File: src/rtl/hazard_ctrl_unit.sv
// Hazard controller: load-use stall, branch flush, mul/div freeze with hang detect; controls are zero-latency.
// Latency: control outputs combinational from state+inputs; halt and perf counters registered (+1 cycle).
// Backpressure: freeze holds PC/IF/ID/ID/EX and bubbles EX/MEM; counters only with HAZARD_PERF_CNT_EN.
module hazard_ctrl_unit #(
  parameter int MAX_WAIT = 64,
  parameter int CNT_W    = 32
) (
  input  logic             clk,
  input  logic             rst,
  input  logic [4:0]       Rs1_ID,
  input  logic [4:0]       Rs2_ID,
  input  logic             use_rs1_ID,
  input  logic             use_rs2_ID,
  input  logic [4:0]       Rd_ID_EX,
  input  logic             MemRead_ID_EX,
  input  logic             branch_taken_EX,
  input  logic             md_start_EX,
  input  logic             md_done,
  output logic             PC_write,
  output logic             IF_ID_write,
  output logic             IF_ID_flush,
  output logic             ID_EX_write,
  output logic             ID_EX_bubble,
  output logic             EX_MEM_bubble,
  output logic             halt,
  output logic [CNT_W-1:0] stall_cycles,
  output logic [CNT_W-1:0] flush_events,
  output logic [CNT_W-1:0] md_wait_cycles
);

  typedef enum logic [1:0] {RUN, MD_BUSY, HALT} state_t;

  localparam logic [7:0] WAIT_LIM = 8'(MAX_WAIT);

  state_t     state, state_nxt;
  logic [7:0] wcnt, wcnt_nxt;
  logic       halt_q;
  logic       lu, frz;
  logic       frz_act, br_act, lu_act;

  assign lu = MemRead_ID_EX && (Rd_ID_EX != 5'd0) &&
              ((use_rs1_ID && (Rd_ID_EX == Rs1_ID)) || (use_rs2_ID && (Rd_ID_EX == Rs2_ID)));

  assign frz = ((state == RUN) && md_start_EX && !md_done) ||
               ((state == MD_BUSY) && !md_done) ||
               (state == HALT);

  // Reset forces idle controls even if the state register still holds MD_BUSY/HALT.
  assign frz_act = !rst && frz;
  assign br_act  = !rst && !frz && branch_taken_EX;
  assign lu_act  = !rst && !frz && !branch_taken_EX && lu;

  always_comb begin
    state_nxt = state;
    wcnt_nxt  = wcnt;
    case (state)
      RUN: begin
        if (md_start_EX && !md_done) begin
          state_nxt = MD_BUSY;
          wcnt_nxt  = 8'd1;
        end
      end
      MD_BUSY: begin
        if (md_done)                state_nxt = RUN;
        else if (wcnt == WAIT_LIM)  state_nxt = HALT;
        else                        wcnt_nxt  = wcnt + 8'd1;
      end
      HALT:    state_nxt = HALT;
      default: state_nxt = RUN;
    endcase
  end

  always_ff @(posedge clk) begin
    if (rst) begin
      state  <= RUN;
      wcnt   <= 8'd0;
      halt_q <= 1'b0;
    end else begin
      state  <= state_nxt;
      wcnt   <= wcnt_nxt;
      halt_q <= (state_nxt == HALT);
    end
  end

  assign halt = halt_q;

  always_comb begin
    PC_write      = 1'b1;
    IF_ID_write   = 1'b1;
    IF_ID_flush   = 1'b0;
    ID_EX_write   = 1'b1;
    ID_EX_bubble  = 1'b0;
    EX_MEM_bubble = 1'b0;
    if (frz_act) begin
      PC_write      = 1'b0;
      IF_ID_write   = 1'b0;
      ID_EX_write   = 1'b0;
      EX_MEM_bubble = 1'b1;
    end else if (br_act) begin
      IF_ID_flush  = 1'b1;
      ID_EX_bubble = 1'b1;
    end else if (lu_act) begin
      PC_write     = 1'b0;
      IF_ID_write  = 1'b0;
      ID_EX_bubble = 1'b1;
    end
  end

`ifdef HAZARD_PERF_CNT_EN
  localparam logic [CNT_W-1:0] CNT_ONE = CNT_W'(1);
  localparam logic [CNT_W-1:0] CNT_MAX = '1;

  logic [CNT_W-1:0] stall_q, flush_q, mdw_q;

  always_ff @(posedge clk) begin
    if (rst) begin
      stall_q <= '0;
      flush_q <= '0;
      mdw_q   <= '0;
    end else begin
      if (lu_act  && (stall_q != CNT_MAX)) stall_q <= stall_q + CNT_ONE;
      if (br_act  && (flush_q != CNT_MAX)) flush_q <= flush_q + CNT_ONE;
      if (frz_act && (mdw_q   != CNT_MAX)) mdw_q   <= mdw_q   + CNT_ONE;
    end
  end

  assign stall_cycles   = stall_q;
  assign flush_events   = flush_q;
  assign md_wait_cycles = mdw_q;
`else
  assign stall_cycles   = '0;
  assign flush_events   = '0;
  assign md_wait_cycles = '0;
`endif

endmodule

File: config.mk
export PLATFORM = sky130hd
export DESIGN_NAME = hazard_ctrl_unit
export DESIGN_NICKNAME = d
export VERILOG_FILES = /design/src/rtl/hazard_ctrl_unit.sv
export SDC_FILE = /design/constraint.sdc
export NUM_CORES = 1
export LEC_CHECK = 0
export ABC_AREA = 1
export BUFFER_PORTS_ARGS = -buffer_cell sky130_fd_sc_hd__buf_2
export CAP_MARGIN = 20
export CORE_MARGIN = 4
export CORE_UTILIZATION = 36
export DETAILED_ROUTE_END_ITERATION = 10
export HOLD_SLACK_MARGIN = 0.08
export PLACE_DENSITY = 0.77
export REMOVE_ABC_BUFFERS = 1
export SETUP_SLACK_MARGIN = 0.1
export SLEW_MARGIN = 15
export SYNTH_ARGS = -nofsm -noshare
export SYNTH_HDL_FRONTEND = slang
export SYNTH_SLANG_ARGS = --single-unit
File: constraint.sdc
create_clock -name clk -period 1.2 [get_ports clk]
set_input_delay 0.12 -clock clk [delete_from_list [all_inputs] [get_ports clk]]
set_output_delay 0.12 -clock clk [all_outputs]
set_load 0.05 [all_outputs]
Word-level counts from Yosys, hierarchy flattened
Cells that the tools add are included.
{"block": "totals", "register_bits": 11, "word_cells": 55}
{"block": "op_classes", "n_addsub": 1, "n_eq_ne": 9, "muxes": 18, "reduce_logical": 24}
{"op": "8-bit two-way mux", "count": 3}
{"op": "8-bit case mux with 2 select lines", "count": 1}
{"op": "1-bit logical AND", "count": 13}
{"op": "5-bit == test", "count": 2}
{"op": "1-bit two-way mux", "count": 10}
{"op": "8-bit by 1-bit adder with 8-bit output, second input constant", "count": 1}
{"op": "8-bit by 7-bit == test with 1-bit output, second input constant", "count": 1}
{"op": "2-bit two-way mux", "count": 3}
{"op": "2-bit case mux with 3 select lines", "count": 1}
{"op": "5-bit nonzero test", "count": 1}
{"op": "2-bit == test, second input constant", "count": 2}
{"op": "1-bit logical NOT", "count": 4}
{"op": "2-bit != test, second input constant", "count": 2}
{"op": "4-bit AND reduction", "count": 1}
{"op": "1-bit logical OR", "count": 3}
{"op": "2-bit by 1-bit == test with 1-bit output, second input constant", "count": 1}
{"op": "2-bit logical NOT", "count": 1}
{"op": "2-bit by 1-bit != test with 1-bit output, second input constant", "count": 1}
{"op": "2-bit nonzero test", "count": 1}

Depth between registers and ports, before layout
{"block": "logic_depth", "word_depth": 12, "ltp_mapped": 9, "ltp_nobuf": 9}

Worst setup path after synthesis
Ideal clock, no wire load.
{"block": "synth_path", "kind": "register -> output", "start": "reg state[1]", "end": "out PC_write", "arrival_time_ns": 2.249, "t_required_ns": 1.080, "setup_slack_ns": -1.169, "path_stages_with_launch": 6, "path_buffers": 1, "path_cell_list": "dfxtp_1 > nor2_1 > o21ai_1 > a21oi_1 > a21oi_1 > buf_4"}
{"block": "synth_via", "elab_chain_cells": 12, "word_cells_on_any_way": 17, "cone_classes": "eq/ne: 2; mux: 3; reduce/logical: 12"}
{"element": "start, declared", "line_no": "35", "source": "state_t state, state_nxt;"}
{"element": "start signal, assigned", "line_no": "79", "source": "state <= state_nxt;"}
{"element": "2-bit logical NOT", "line_no": "44", "source": "assign frz = ((state == RUN) && md_start_EX && !md_done) ||"}
{"element": "1-bit logical AND (2 in series)", "line_no": "44"}
{"element": "1-bit logical OR", "line_no": "44"}
{"element": "1-bit logical OR *", "line_no": "45", "source": "((state == MD_BUSY) && !md_done) ||"}
{"element": "1-bit logical NOT", "line_no": "50, 51"}
{"element": "1-bit logical AND", "line_no": "50, 51"}
{"element": "1-bit logical AND (2 in series)", "line_no": "51", "source": "assign lu_act = !rst && !frz && !branch_taken_EX && lu;"}
{"element": "1-bit two-way mux (2 in series)"}
{"element": "1-bit two-way mux *"}
{"element": "end, declared", "line_no": "19", "source": "output logic PC_write,"}
Every way passes the cells marked *; elsewhere a longest branch is shown, timed or not.

Worst setup path in the final report
{"block": "layout_path", "start": "reg state[1]", "end": "out PC_write"}
{"block": "layout_via", "elab_chain_cells": 12, "word_cells_on_any_way": 17, "cone_classes": "eq/ne: 2; mux: 3; reduce/logical: 12"}
{"element": "2-bit logical NOT", "line_no": "44"}
{"element": "1-bit logical AND (2 in series)", "line_no": "44"}
{"element": "1-bit logical OR", "line_no": "44"}
{"element": "1-bit logical OR *", "line_no": "45"}
{"element": "1-bit logical NOT", "line_no": "50, 51"}
{"element": "1-bit logical AND", "line_no": "50, 51"}
{"element": "1-bit logical AND (2 in series)", "line_no": "51"}
{"element": "1-bit two-way mux", "line_no": "102", "source": "end else if (lu_act) begin"}
{"element": "1-bit two-way mux", "line_no": "99", "source": "end else if (br_act) begin"}
{"element": "1-bit two-way mux *", "line_no": "94", "source": "if (frz_act) begin"}
Marked as above.

==> run_results.csv <==
group,metric,value,unit
detailed_routing,ant_nets,0,
cts,hold_buffers,0,
worst_hold_path,hold_class,"input port to register",
setup_path,path_class,"register to output port",
logic_synthesis,synth_seq_cells,11,
logic_synthesis,netlist_area,1590,um2
detailed_routing,vias,1351,
setup_path,crit_path_max_incr_delay,0.33,ns
global_routing,grt_pass1_wl,4.81,mm
detailed_routing,drc_errors,0,
worst_hold_path,min_from,"md_done",
status,status,"complete, but fails checks",
sta,hold_viol,0,
detailed_routing,wl_per_cell,9.64,um
sta,setup_ws,-0.278,ns
logic_synthesis,synth_seq_area_share,0.139,
logic_synthesis,synth_commonest_cells,"buf_4, nand2_1, inv_1",
setup_path,r2r_cells,8,
die,num_rows,23,
global_routing,grt_pass1_vias,1211,
worst_hold_path,hold_depth,4,
logic_synthesis,synth_top_area_share,0.459,
cts,cts_sinks,11,
status,violations,"negative setup slack",
setup_path,worst-path-buf-inv,2,
die,pin_count,126,
cts,cts_tree,"built",
setup_path,critical_path_required,1.08,ns
logic_synthesis,async_flop_share,0,
die,fp.dieArea,5530,um2
setup_path,path_delay_family,"compound AO/OA/AOI/OAI gates",
place,placed_area,1500,um2
setup_path,cp.arrival,1.36,ns
cts,clockRootBuffer,"clkbuf_8",
cts,htreeDepth,1,
cts,worstSkewPairLatency,0.24,ns
setup_path,rrSetupSlack,-0.09,ns
layout,fin_util,0.434,
global_routing,track_usage,0.110,
layout,areaGrowthSynthToFinish,13.3,%
logic_synthesis,synth_top_family_by_area,"buffers and inverters",
layout,fin_nets,324,
power,leakagePower,0.994,nW
global_routing,grt_max_degree,9,
cts,path_clk_slew,0.05,ns
die,start_util,0.383,
power,powerDensity,942,nW/um2
setup_path,worstSetupStartpoint,"state[1]$_SDFF_PP0_",
sta,fmaxAchievable,676,MHz
cts,cts_buffer_depth,2,
place,hpwl,2.56,mm
die,die_w,74.4,um
logic_synthesis,synth-xor-area-share,0,
logic_synthesis,synthFlopType,"dfxtp_1",
logic_synthesis,synth_cells,253,
layout,n_antenna_cell,0,
global_routing,grt_overflow,0,
global_routing,antenna_found_initial,0,
logic_synthesis,yosys.area.top_type,"buf_4",
sta,grt_setup_unrepaired,"true",
setup_path,rr_endpoint,"wcnt[1]$_SDFFE_PP0P_",
detailed_routing,totalWireLength,3.35,mm
logic_synthesis,syn_avg_cell_area,6.27,um2
layout,stdcell_area,1800,um2
setup_path,startpoint_type,"register",
sta,setup_violations,13,
logic_synthesis,synthMuxAreaShare,0,
setup_path,crit_chain,"nor2_4 > o21ai_2 > buf_4 > a21oi_4 > a21oi_2 > buf_6",
logic_synthesis,yosys.area_share.simple,0.275,
logic_synthesis,synth_fa_ha_area_frac,0.0158,
sta,timing.final.crit_period,1.48,ns
sta,final.setup_skew,0.00135,ns
cts,cts_buffers,3,
setup_path,end_kind,"output port",
logic_synthesis,ys_warn_count,0,
logic_synthesis,synth_most_common_cell,"buf_4",
sta,drv_slew,0,
logic_synthesis,synth_cell_types,21,
place,pre_cts_ws,-0.212,ns
logic_synthesis,synth.area.top_cells,"buf_4, dfxtp_1, nand2_1",
place,numPortBuffers,29,
place,place.gp.congestion,0.773,
setup_path,rr_startpoint,"wcnt[0]$_SDFFE_PP0P_",
die,fp.dieH,74.4,um
detailed_routing,viasPerCell,3.88,
die,core,4140,um2
logic_synthesis,synth_edf_count,0,
detailed_routing,dr.pass1.iters,4,
setup_path,critPathMaxFanout,3,
power,ir_worst_vdd,0.377,mV
run,drv_cap,0,
detailed_routing,drtIter0Drc,51,
logic_synthesis,synth-compound-area-share,0.0355,
sta,finalCritPeriodShare,1.23,
setup_path,crit_path_top_delay_cell,"dfxtp_2",
worst_hold_path,whs_endpoint,"wcnt[1]$_SDFFE_PP0P_",
layout,drive_gt1_frac,0.305,
## power by group
| group | switching (W) | internal, W | total [W] |
|---|---|---|---|
| logic | 0.000827 | 0.000121 | 0.000948 |
| clock network | 0.000135 | 0.000233 | 0.000368 |
| registers | 0.00000832 | 0.000369 | 0.000378 |
| total | 0.000970 | 0.000723 | 0.00169 |
## worst max-delay path by stage
stage	end	slack [ns]	cells past startpoint
finish	PC_write	-0.28	6
global route	PC_write	-0.36	6
CTS	ID_EX_bubble	-0.23	7
detailed placement	EX_MEM_bubble	-0.21	5
global placement	EX_MEM_bubble	-0.17	5
floorplan	IF_ID_write	-1.46	3
## tightest hold or removal path, delay by kind of cell
| family | cells | cell delay [ns] |
|---|---|---|
| AND/OR/NAND/NOR | 2 | 0.14 |
| AO/OA/AOI/OAI | 1 | 0.05 |
| buffers and inverters | 1 | 0.12 |
## through the flow
| step | cells | total power [W] | hold WS, ns | setup TNS [ns] |
|---|---|---|---|---|
| floorplan | 250 | 0.00115 | 0.189 | -5.11 |
| global placement | 340 | 0.00125 | 0.453 | -1.37 |
| detailed placement | 340 | 0.00125 | 0.462 | -1.64 |
| CTS | 347 | 0.00168 | 0.236 | -1.33 |
| global route | 348 | 0.00177 | 0.258 | -2.87 |
| finish | 348 | 0.00169 | 0.238 | -1.86 |
## per-layer routing
metal | vias up | routed length [um] | GRT usage
met5 | - | 0 | 0
met4 | 0 | 65 | 0.0455
li1 | 661 | - | -
met1 | 619 | 1090 | 0.109
met2 | 65 | 1910 | 0.214
met3 | 6 | 293 | 0.0257
## state kept, by name (all words and copies together) (netlist names)
signal / count
halt: 1
state: 2
wcnt: 8
## placed cells by master (no fill, tap or decap)
cell	count
nor2_4	2
buf_2	23
a21oi_4	1
nand2_4	2
nand2_2	5
clkbuf_8	3
nand4_1	2
or2_1	1
a21oi_2	6
nand3_2	3
o21ai_2	3
dfxtp_2	2
nand2_1	44
nand3_4	3
dfxtp_4	2
clkbuf_1	1
inv_4	3
conb_1	96
a31oi_1	1
ha_4	2
nor2_1	20
nand3_1	9
inv_1	24
buf_4	14
nand3b_1	2
buf_6	7
dfxtp_1	7
inv_2	3
nor2_2	5
nor3_2	2
## logic make-up after synthesis
logic type,count (synthesis)
buffers and inverters,128
AND/OR/NAND/NOR,100
AO/OA/AOI/OAI,11
flip-flops,11
other,1
adder cells (fa/ha/maj),2
## final cells by class
type                    count  area (um2)
clock buffers               4        45.0
fillers                   426        2350
inverters                  30         120
multi-input cells         209        1040
flip-flops and latches     11         230
well taps                  50        62.6
repair buffers             44         299
## what timing repair did
action,in CTS,in global routing
endpoints found under the setup margin,17,17
resized for setup,42,22
pin swaps,9,6
buffers inserted,3,1
No activity file was read; power rests on OpenSTA's default activity.
